`src/rtl/seg7_scan_driver.sv`:
```
// Eight-digit multiplexed seven-segment driver: 8x3-bit character buffer with rotate,
// active-low segment decode, one-hot-low anode scan with a blanking gap per slot.
module seg7_scan_driver #(
  parameter int REFRESH_DIV  = 100000,
  parameter int BLANK_CYCLES = 1000
) (
  input  logic       CLK100MHZ,
  input  logic       CPU_RESETN,
  input  logic       wr_en,
  input  logic [2:0] wr_addr,
  input  logic [2:0] char_in,
  input  logic       shift_en,
  output logic [0:6] HEX0,
  output logic [7:0] AN,
  output logic       frame_tick
);

  localparam int CW = (REFRESH_DIV > 2) ? $clog2(REFRESH_DIV) : 1;
  localparam logic [CW-1:0] CNT_LAST  = CW'(REFRESH_DIV - 1);
  localparam logic [CW-1:0] CNT_BLANK = CW'(BLANK_CYCLES);

  logic [CW-1:0] cnt;
  logic [2:0]    k;
  logic [2:0]    char_buf [8];
  logic [2:0]    buf_next [8];
  logic [7:0]    an_next;
  logic [0:6]    hex_next;
  logic          tick_next;
  logic          cnt_wrap;

  // Segment order a..g from left to right, 0 = segment lit.
  function automatic logic [0:6] seg(input logic [2:0] code);
    case (code)
      3'd0:    seg = 7'b1000010;  // d
      3'd1:    seg = 7'b0110000;  // E
      3'd2:    seg = 7'b1001111;  // 1
      3'd3:    seg = 7'b0000001;  // 0
      default: seg = 7'b1111111;
    endcase
  endfunction

  // wr_en and shift_en have no handshake: both are taken on every edge they are high.
  // With both high, the rotation happens first and the write then overrides one entry.
  always_comb begin
    for (int i = 0; i < 8; i++) buf_next[i] = char_buf[i];
    if (shift_en) begin
      for (int i = 0; i < 8; i++) buf_next[i] = char_buf[3'(i - 1)];
    end
    if (wr_en) buf_next[wr_addr] = char_in;
  end

  assign cnt_wrap = (cnt == CNT_LAST);

  always_comb begin
    an_next   = 8'hFF;
    hex_next  = 7'b1111111;
    tick_next = cnt_wrap && (k == 3'd7);
    if (cnt >= CNT_BLANK) begin
      an_next  = ~(8'b1 << k);
      hex_next = seg(char_buf[k]);
    end
  end

  always_ff @(posedge CLK100MHZ or negedge CPU_RESETN) begin
    if (!CPU_RESETN) begin
      cnt        <= '0;
      k          <= 3'd0;
      for (int i = 0; i < 8; i++) char_buf[i] <= 3'b111;
      AN         <= 8'hFF;
      HEX0       <= 7'b1111111;
      frame_tick <= 1'b0;
    end else begin
      cnt <= cnt_wrap ? '0 : cnt + 1'b1;
      if (cnt_wrap) k <= k + 3'd1;
      for (int i = 0; i < 8; i++) char_buf[i] <= buf_next[i];
      AN         <= an_next;
      HEX0       <= hex_next;
      frame_tick <= tick_next;
    end
  end

endmodule

```
`config.mk`:
```
export PLATFORM = sky130hd
export DESIGN_NAME = seg7_scan_driver
export DESIGN_NICKNAME = d
export VERILOG_FILES = /design/src/rtl/seg7_scan_driver.sv
export SDC_FILE = /design/constraint.sdc
export NUM_CORES = 1
export LEC_CHECK = 0
export CAP_MARGIN = 5
export CORE_ASPECT_RATIO = 1.5
export CORE_MARGIN = 2
export CORE_UTILIZATION = 40
export CTS_BUF_LIST = sky130_fd_sc_hd__clkbuf_4 sky130_fd_sc_hd__clkbuf_8 sky130_fd_sc_hd__clkbuf_16
export CTS_CLUSTER_DIAMETER = 120
export DETAILED_ROUTE_END_ITERATION = 7
export PLACE_DENSITY = 0.66
export SETUP_SLACK_MARGIN = 0.4
export SLEW_MARGIN = 20
export SYNTH_ARGS = -nofsm -noshare
export SYNTH_HDL_FRONTEND = slang
export SYNTH_SLANG_ARGS = --single-unit
```
`constraint.sdc`:
```
create_clock -name CLK100MHZ -period 1.9 [get_ports CLK100MHZ]
set_clock_uncertainty 0.15 [all_clocks]
set_input_delay 0.285 -clock CLK100MHZ [delete_from_list [all_inputs] [get_ports CLK100MHZ]]
set_output_delay 0.285 -clock CLK100MHZ [all_outputs]
set_load 0.1 [all_outputs]
```
==> run metrics <==
CP Max Fanout=5; grt ovf=0; ANT nets after route=0; GPL Wtd Cong=0.826; RSZ-0062 raised after global routing=true; Critical Path RT=1.98 ns; synthesized net count=265; MaxCap Viol Count=0; largest net degree at the start of global routing=58; slowest stage cell, crit path=or4_4; WL per Instance=14.4 um; Lkg Pwr=1.58 nW; Buf+Inv Stages, Crit Path=2; vias in the first global route=1970; critical path capture point type=register; drt drc=0; share of layout cells above drive strength 1=44.9%; Tot GR Track Use=16.2%; vias after detailed routing=2019; ANT cells=0; critical path launch point type=register; Crit path max-delay family=simple AND/OR/NAND/NOR gates; CP arrival=1.83 ns; Layout area overhead=38.1%; Worst Tran Pin Value=0.503 ns; core box area=6760 sq um; Max-slew headroom=66.3%; global-route wire length before repair=9390 um; DIE WIDTH=71.8 um; # IOs=26; worst skew pair latency=0.34 ns; drt via density=5.18; setup TNS=0 ns; 1st-iter DRT viols=163; Critical Path, Cell by Cell=or4_4, nor4_4, buf_4, buf_6, nor2b_1; crit share post-route=92.0%; Final setup viols=0; CTS Sinks=57; RR Startpoint=cnt[12]$_DFF_PN0_; worst setup margin=0.152 ns; mapped cell area=2760 sq um; Yosys cell types=36; register bit total from synthesis=57; full die area=7590 sq um; Power Density=642 nW/um^2; fin crit period=1.75 ns; Hold WC Path Type=primary input to asynchronous set/reset pin; Peak VDD IR=0.000388 V; clock root buffer=clkbuf_8; status=finished clean; First-pass DRT Iterations=4; Rows=37; Fmax=572 MHz; final wirelength=5620 um; Final Hold Fails=0; clock buffer depth=2; syn_area_per_cell=11.2 sq um; largest stage delay on the critical path=0.55 ns; FF-to-FF path depth=5; Starting Density=40.8%; initial antenna violation count=0; final hold slack=0.314 ns; Crit Path Category=register to register; Max Transition Viols Final=0; register area share after synthesis=53.3%; clock buffer count from CTS=9; Place WS=0.0567 ns; Cells after Synth=247; CTS clk-pin slew, worst paths=0.06 ns; worst r2r dst=cnt[1]$_DFF_PN0_; DP Wirelength=3700 um; CTS H-tree depth=3; r2r setup slk=0.15 ns; number of port buffers=25; Syn. warnings=0; die height=106 um; clock tree from TritonCTS=done; Nets=325
==> kinds of logic after synthesis <==
group,share of synthesized area (%)
compound gates,5.94
xor+xnor,4.13
fa+ha+maj,3.63
buf+inv,3.35
flops,53.3
mux,10.7
simple gates,18.9
==> state kept, by name (all words and copies together) (netlist names) <==
name and count:
cnt 17, k 3, HEX0 4, AN 8, char_buf 24, frame_tick 1
==> timing repair <==
| action | in CTS | in global routing |
|---|---|---|
| resized for setup | 22 | 17 |
| gates cloned | 0 | 0 |
| buffers inserted | 9 | 10 |
| pin swaps | 11 | 11 |
| setup endpoints to repair | 42 | 49 |
| hold buffers | 1 | 0 |
| endpoints found under the hold margin | 21 | 0 |
==> power by group <==
group | total, mW | switching (mW) | internal (mW) | leakage, nW
Sequential | 1.32 | 0.0290 | 1.29 | 0.650
Combinational | 0.168 | 0.0846 | 0.0838 | 0.837
Clock | 0.961 | 0.483 | 0.478 | 0.0939
Total | 2.45 | 0.596 | 1.85 | 1.58
==> cell usage after synthesis <==
cell type,instances,area (sq um)
dfstp_2,36,946
nand2_1,30,113
o21ai_0,24,120
dfrtp_1,21,526
mux2i_1,15,150
nor2_1,12,45.0
inv_1,10,37.5
nand3_1,9,45.0
nand3b_1,9,67.6
xnor2_1,9,78.8
ha_1,8,100
nor3_1,6,30.0
a21oi_1,5,25.0
mux4_2,5,113
nand2b_1,5,31.3
nand4_1,5,31.3
nand4b_1,4,35.0
xor2_1,4,35.0
and2_1,3,18.8
buf_4,3,22.5
clkbuf_1,3,11.3
mux2_2,3,33.8
nor4_1,3,18.8
buf_2,2,10.0
nor3b_1,2,15.0
a31oi_1,1,6.26
and4_1,1,8.76
buf_6,1,11.3
nand4bb_1,1,11.3
nor2b_1,1,6.26
nor4_4,1,21.3
o211ai_1,1,7.51
o21ai_1,1,5.00
or2_2,1,6.26
or3_1,1,6.26
or4_4,1,11.3
==> placed cells by master (no fill, tap or decap), types with 3 or more instances in the layout <==
cell type	instances
a21oi_1	4
buf_12	18
xnor2_1	8
clkbuf_8	9
inv_1	10
dfrtp_1	18
dfrtp_2	3
clkinv_2	4
nor2_2	3
nor2_4	3
ha_1	7
nand4b_1	4
buf_4	24
mux2i_1	14
xor2_1	4
mux4_2	5
buf_6	6
nand4_1	5
o21ai_0	23
nand2b_1	5
nand2_2	5
nand3b_1	9
dfstp_4	3
nand2_1	24
dfstp_2	33
clkdlybuf4s50_1	8
nand3_1	7
nor3_1	4
nor2_1	6
==> cell type report <==
type                            instances  area, sq um
Clock buffer                           10          131
Clock inverter                          6         32.5
Fill cell                             574         2950
Inverter                               10         37.5
Multi-Input combinational cell        171         1320
Sequential cell                        57         1490
Tap cell                               78         97.6
Timing Repair Buffer                   58          703
==> layer usage <==
metal	track usage [%]	vias to the layer above	part of all wire, %
met5	0	-	0
met2	26.4	37	53
met1	18.1	988	40
met3	4.68	16	3.0
li1	-	978	-
met4	10.2	0	3.7
==> worst min-delay path, cell delays in order <==
cell,delay [ns]
dlygate4sd3_1,0.52
buf_2,0.12
buf_12,0.25
==> stage by stage <==
stage / total power, mW / cells / utilization, % / cell area, sq um
2_1_floorplan: 1.42 / 247 / - / 2800
3_3_place_gp: 1.50 / 354 / 49.5 / 3350
3_5_place_dp: 1.50 / 354 / 49.5 / 3350
4_1_cts: 2.48 / 380 / 54.4 / 3670
5_1_grt: 2.55 / 390 / 56.4 / 3810
6_report: 2.45 / 390 / 56.4 / 3810
==> how the worst max path moves through the flow <==
stage	start	end	slack (ns)	cells after the start
finish	cnt[12]$_DFF_PN0_	cnt[1]$_DFF_PN0_	0.15	5
global route	cnt[14]$_DFF_PN0_	k[2]$_DFFE_PN0N_	0.06	4
CTS	cnt[14]$_DFF_PN0_	k[2]$_DFFE_PN0N_	0.15	4
detailed placement	k[0]$_DFFE_PN0N_	HEX0[3]$_DFF_PN1_	0.06	4
global placement	k[0]$_DFFE_PN0N_	HEX0[3]$_DFF_PN1_	0.12	4
floorplan	cnt[0]$_DFF_PN0_	k[2]$_DFFE_PN0N_	0.15	5
Note: power is estimated with default switching activity, not from simulation.
==> variant 1: new RTL, same settings <==
The output `HEX0` loses its register stage (`HEX0` becomes a continuous assignment).
--- a/src/rtl/seg7_scan_driver.sv
+++ b/src/rtl/seg7_scan_driver.sv
@@ -69,3 +69,2 @@
       AN         <= 8'hFF;
-      HEX0       <= 7'b1111111;
       frame_tick <= 1'b0;
@@ -76,3 +75,2 @@
       AN         <= an_next;
-      HEX0       <= hex_next;
       frame_tick <= tick_next;
@@ -81,2 +79,4 @@
 
+  assign HEX0 = hex_next;
+
 endmodule
Behaviour: same outputs for any inputs over 10 cycles, from zero or initial values and one cycle with CPU_RESETN low; that may be too few to reach the edited logic, so the function may still have changed.
==> variant 1 against the original RTL <==
  * The run now ends with negative setup slack left
  * Routed wire length increased by 8.0%
  * Combinational power rose by 29%
  * Register-to-register slack got worse by 0.53 ns
  * Clock power shrank 31%
  * Setup slack got worse by 0.84 ns
  * Sequential power is 7% lower
  * Synthesized area shrank 3.9%
  * Power is 14% lower
  * Synthesized cell count is 3.2% lower
  * Hold slack worse by 0.026 ns
  * Sequential cell count shrank 4
  * Final area is 0.39% lower
  * Largest cell class unchanged
==> variant 1: results (changes against the original RTL) <==
logic_synthesis:
  synth_common_cells: "32 x dfstp_2, 29 x nand2_1, 26 x o21ai_0, 21 x dfrtp_1, 16 x mux2i_1"
  synthMuxAreaShare_pct: 11.98  # +1.2 points
  synth-compound-area-share_pct: 6.931  # +0.99 points
  synth_cell_types: 37  # +2.8%
  syn-num-nets: 257  # -3.0%
  synth_seq_area_share_pct: 51.49  # -1.8 points
  synth_xor_area_share_pct: 4.620  # +0.50 points
  synthAdderAreaFrac_pct: 3.772  # +0.15 points
  synthTopCellsByArea: "dfstp_2 32%, dfrtp_1 20%, mux2i_1 6.0%"
placed_design:
  place_area_um2: 3538  # +5.7%
  pre_cts_ws_ns: -0.5373  # -0.5940 ns
  gp_congestion: 0.7813  # -5.5%
finish:
  drive_above_1_share_pct: 44.79  # -0.077 points
  nets: 334  # +2.8%
  nFillCells: 550  # -4.2%
critical_path:
  cp-startpoint: "cnt[11]$_DFF_PN0_"
  cp-endpoint: "HEX0[3]"
  r2r_end: "k[1]$_DFFE_PN0N_"
  critPathArrivalTime_ns: 2.15  # +0.32 ns
  r2r-start: "cnt[5]$_DFF_PN0_"
  r2r_setup_slack_ns: -0.38  # -0.53 ns
detailed_routing:
  drtIter0Drc: 86  # -47%
  routed_wl_mm: 6.067  # +8.0%
sta:
  fin_ws_ns: -0.6839  # -0.8355 ns
  finalSetupViolations: 20  # +20
  slew_headroom_pct: 69.02  # +2.7 points
outcome:
  outcome: "complete, but fails checks"
  violations: "negative setup slack"
power_and_ir_drop:
  peakVddDrop_mv: 0.4918  # +27%
  leakage_nw: 1.663  # +5.2%
cts:
  insertion_delay_ns: 0.31  # -0.03 ns
  numCtsBuffers: 5  # -4
  cts.htree.levels: 2  # -1
grt:
  grt_usage_pct: 18.12  # +1.9 points
  grt_pass1_wl_mm: 10.59  # +13%
  first_global_vias: 2241  # +14%
  grt_max_degree: 36  # -38%
variant 1: changes by cell type after synthesis, moves of 3 or more:
cell	before	now
nor3_1	6	2
dfstp_2	36	32
clkbuf_1	3	6
and4_1	1	4
inv_1	10	7
nand3_1	9	4
variant 1: kinds of logic after synthesis:
family,count (synthesis)
AOI/OAI and AO/OA,35
and+or+nand+nor,86
DFF,53
adders and majority gates,8
muxes,24
xor gates and xnor gates,14
buffers and inverters,19
variant 1: cell type report:
type                            count  area share [%]
Sequential cell                    53           36.01
Inverter                            8          0.7908
Timing Repair Buffer               81           23.26
Multi-Input combinational cell    167           34.89
Tap cell                           76           2.504
Clock buffer                        6           2.175
Clock inverter                      2          0.3624
variant 1: critical path, delay by kind of cell, from the launching register on:
family | cells | cell delay (ns)
flip-flops | 1 | 0.39
AO/OA/AOI/OAI | 2 | 0.36
AND/OR/NAND/NOR | 2 | 0.71
buffers and inverters | 2 | 0.37
variant 1: metal layers:
layer	global-route usage, %	routed length, µm	vias up
li1	-	-	990
met1	19.92	2238	1008
met2	33.83	3539	31
met3	3.307	130	14
met4	6.456	159	0
met5	0	0	-
variant 1: worst min path at each step:
stage / start / to / slack, ns
finish: CPU_RESETN / cnt[9]$_DFF_PN0_ / 0.29
global route: CPU_RESETN / cnt[9]$_DFF_PN0_ / 0.33
global placement: CPU_RESETN / cnt[9]$_DFF_PN0_ / 0.09
floorplan: CPU_RESETN / cnt[0]$_DFF_PN0_ / -0.16
CTS: CPU_RESETN / cnt[9]$_DFF_PN0_ / 0.31
detailed placement: CPU_RESETN / cnt[9]$_DFF_PN0_ / 0.10
variant 1: repair_timing:
item,CTS,global route
pin swaps,7,9
endpoints found under the setup margin,30,39
hold endpoints to repair,10,0
resized for setup,10,14
setup buffers,7,2
cloned,0,0
hold buffers,1,0
variant 1: per-stage QoR:
stage | util [%] | TNS, ns | total power, W | std cells
final | 58.95 | -7.906 | 0.002112 | 393
after CTS | 57.98 | -6.709 | 0.002139 | 391
after global placement | 54.93 | -5.101 | 0.001451 | 375
after detailed placement | 54.93 | -5.280 | 0.001462 | 375
after floorplan | - | -6.162 | 0.001332 | 239
after global routing | 58.95 | -9.343 | 0.002212 | 393
variant 1: power groups by stage:
stage	Clock (W)	Sequential, W	Combinational [W]
after floorplan	0	0.00124	0.0000911
after global placement	0	0.00125	0.000206
after detailed placement	0	0.00125	0.000213
after CTS	0.000692	0.00123	0.000217
after global routing	0.000735	0.00124	0.000240
final	0.000666	0.00123	0.000216
==> variant 2: new RTL, same settings <==
Made on the original files. `REFRESH_DIV`: 100000 -> 50000.
--- a/src/rtl/seg7_scan_driver.sv
+++ b/src/rtl/seg7_scan_driver.sv
@@ -3,3 +3,3 @@
 module seg7_scan_driver #(
-  parameter int REFRESH_DIV  = 100000,
+  parameter int REFRESH_DIV  = 50000,
   parameter int BLANK_CYCLES = 1000
Function: no difference found for any inputs over 10 cycles, from zero or initial values and one cycle with CPU_RESETN low; that may be too few to reach the edited logic, so the function may still have changed.
==> variant 2 against the original RTL <==
  * The flow now finishes with violations (negative setup slack)
  * Critical path depth down 1
  * Power down 8.0%
  * Critical endpoint unchanged
  * Die area down 1.4%
  * Sequential cell count down 1
  * Count of clock-buffer cells in the layout down 4
  * Setup slack worse by 0.16 ns
  * Clock power down 19%
  * Routed wire length down 1.2%
  * Final area down 4.0%
  * Via count down 4.5%
  * First-iteration DRC count down 38%
  * Synthesized area down 1.5%
==> variant 2: results (changes against the original RTL) <==
critical_path:
  r2r_cells: 4  # -1
  critPathMaxFanout: 12  # +7
  cp-startpoint: "cnt[7]$_DFF_PN0_"
power_and_ir_drop:
  netSwitchingPower_w: 0.0004937  # -17%
  pwr-share-clk_pct: 34.5  # -4.7 points
  leakage_nw: 1.515  # -4.2%
  peakVddDrop_mv: 0.3480  # -10%
finish:
  nClkBuffers: 6  # -4
  drive_above_1_share_pct: 41.18  # -3.7 points
  inverters: 11  # +1
  reg_top3: "char_buf x24, cnt x16, AN x8"
  areaGrowthSynthToFinish_pct: 34.56
  seqCellArea_um2: 1459  # -1.9%
  multi_input_area_um2: 1309  # -1.1%
  multi_input_cells: 164  # -4.1%
  nets: 306  # -5.8%
  clkCellAreaFrac_pct: 3.044  # -1.3 points
  buf_share_pct: 17.58  # -0.87 points
  nFillCells: 536  # -6.6%
sta:
  fin_setup_tns_ns: -0.004919  # -0.004919 ns
  fin_ws_ns: -0.004919  # -0.1565 ns
  tightestPinTransition_ns: 0.5488  # +0.04592 ns
  finalSetupViolations: 1  # +1
cts:
  insertion_delay_ns: 0.31  # -0.03 ns
  cts_num_sinks: 56  # -1.8%
  clkTransAtPathRegs_ns: 0.10  # +0.04 ns
  numCtsBuffers: 5  # -4
  post_cts_buffers: 4  # -5
  ctsResizeCount: 18  # -18%
  cts.htree.levels: 2  # -1
logic_synthesis:
  syn-instance-count: 240  # -2.8%
  synth_xor_area_share_pct: 3.866  # -0.26 points
  synthAdderAreaFrac_pct: 3.682  # +0.055 points
  synth_common_cells: "36 x dfstp_2, 25 x nand2_1, 24 x o21ai_0, 20 x dfrtp_1, 16 x mux2i_1"
  synth_seq_area_share_pct: 53.20  # -0.11 points
  syn-num-nets: 258  # -2.6%
  synthTopCellsByArea: "dfstp_2 35%, dfrtp_1 18%, mux2i_1 5.9%"
  synth-compound-area-share_pct: 5.660  # -0.28 points
  synth_cell_types: 34  # -5.6%
detailed_routing:
  drtIter0Drc: 101  # -38%
  wl_per_cell_um: 15.22  # +5.6%
  viasPerCell: 5.285  # +2.1%
  num_vias: 1929  # -4.5%
placed_design:
  gp_congestion: 0.7832  # -5.2%
  dp_cells: 351  # -0.85%
  place_area_um2: 3367  # +0.56%
  pre_cts_ws_ns: -0.009779  # -0.06651 ns
  dp_hpwl_mm: 4.069  # +10%
grt:
  grt_max_degree: 40  # -31%
  grt_usage_pct: 15.63  # -0.54 points
  grt_pass1_wl_mm: 9.328  # -0.66%
outcome:
  violations: "negative setup slack"
  outcome: "complete, but fails checks"
-- variant 2: changes by cell type after synthesis, sizes merged, moves of 2 or more --
cell   change
nor4       -2
nand2      -5
xnor2      -5
and3       +2
xor2       +4
-- variant 2: per-layer routing --
metal,up-vias,global-route usage [%],wire [µm]
met5,-,0,0
met4,0,5.526,102
met3,9,2.314,125
met2,34,29.63,3355
met1,962,17.04,1971
li1,924,-,-
-- variant 2: worst min-delay path by stage --
stage	slack [ns]	to	depth (start not counted)
final	0.29	cnt[11]$_DFF_PN0_	2
after detailed placement	0.09	cnt[11]$_DFF_PN0_	1
after floorplan	-0.16	cnt[0]$_DFF_PN0_	0
after CTS	0.29	cnt[11]$_DFF_PN0_	2
after global placement	0.09	cnt[11]$_DFF_PN0_	1
after global routing	0.32	cnt[11]$_DFF_PN0_	2
-- variant 2: worst reg2reg max path: stages (launching register included) --
cell	delay (ns)
dfrtp_1	0.39
or4bb_1	0.55
nor4_4	0.37
buf_12	0.18
and2b_1	0.18
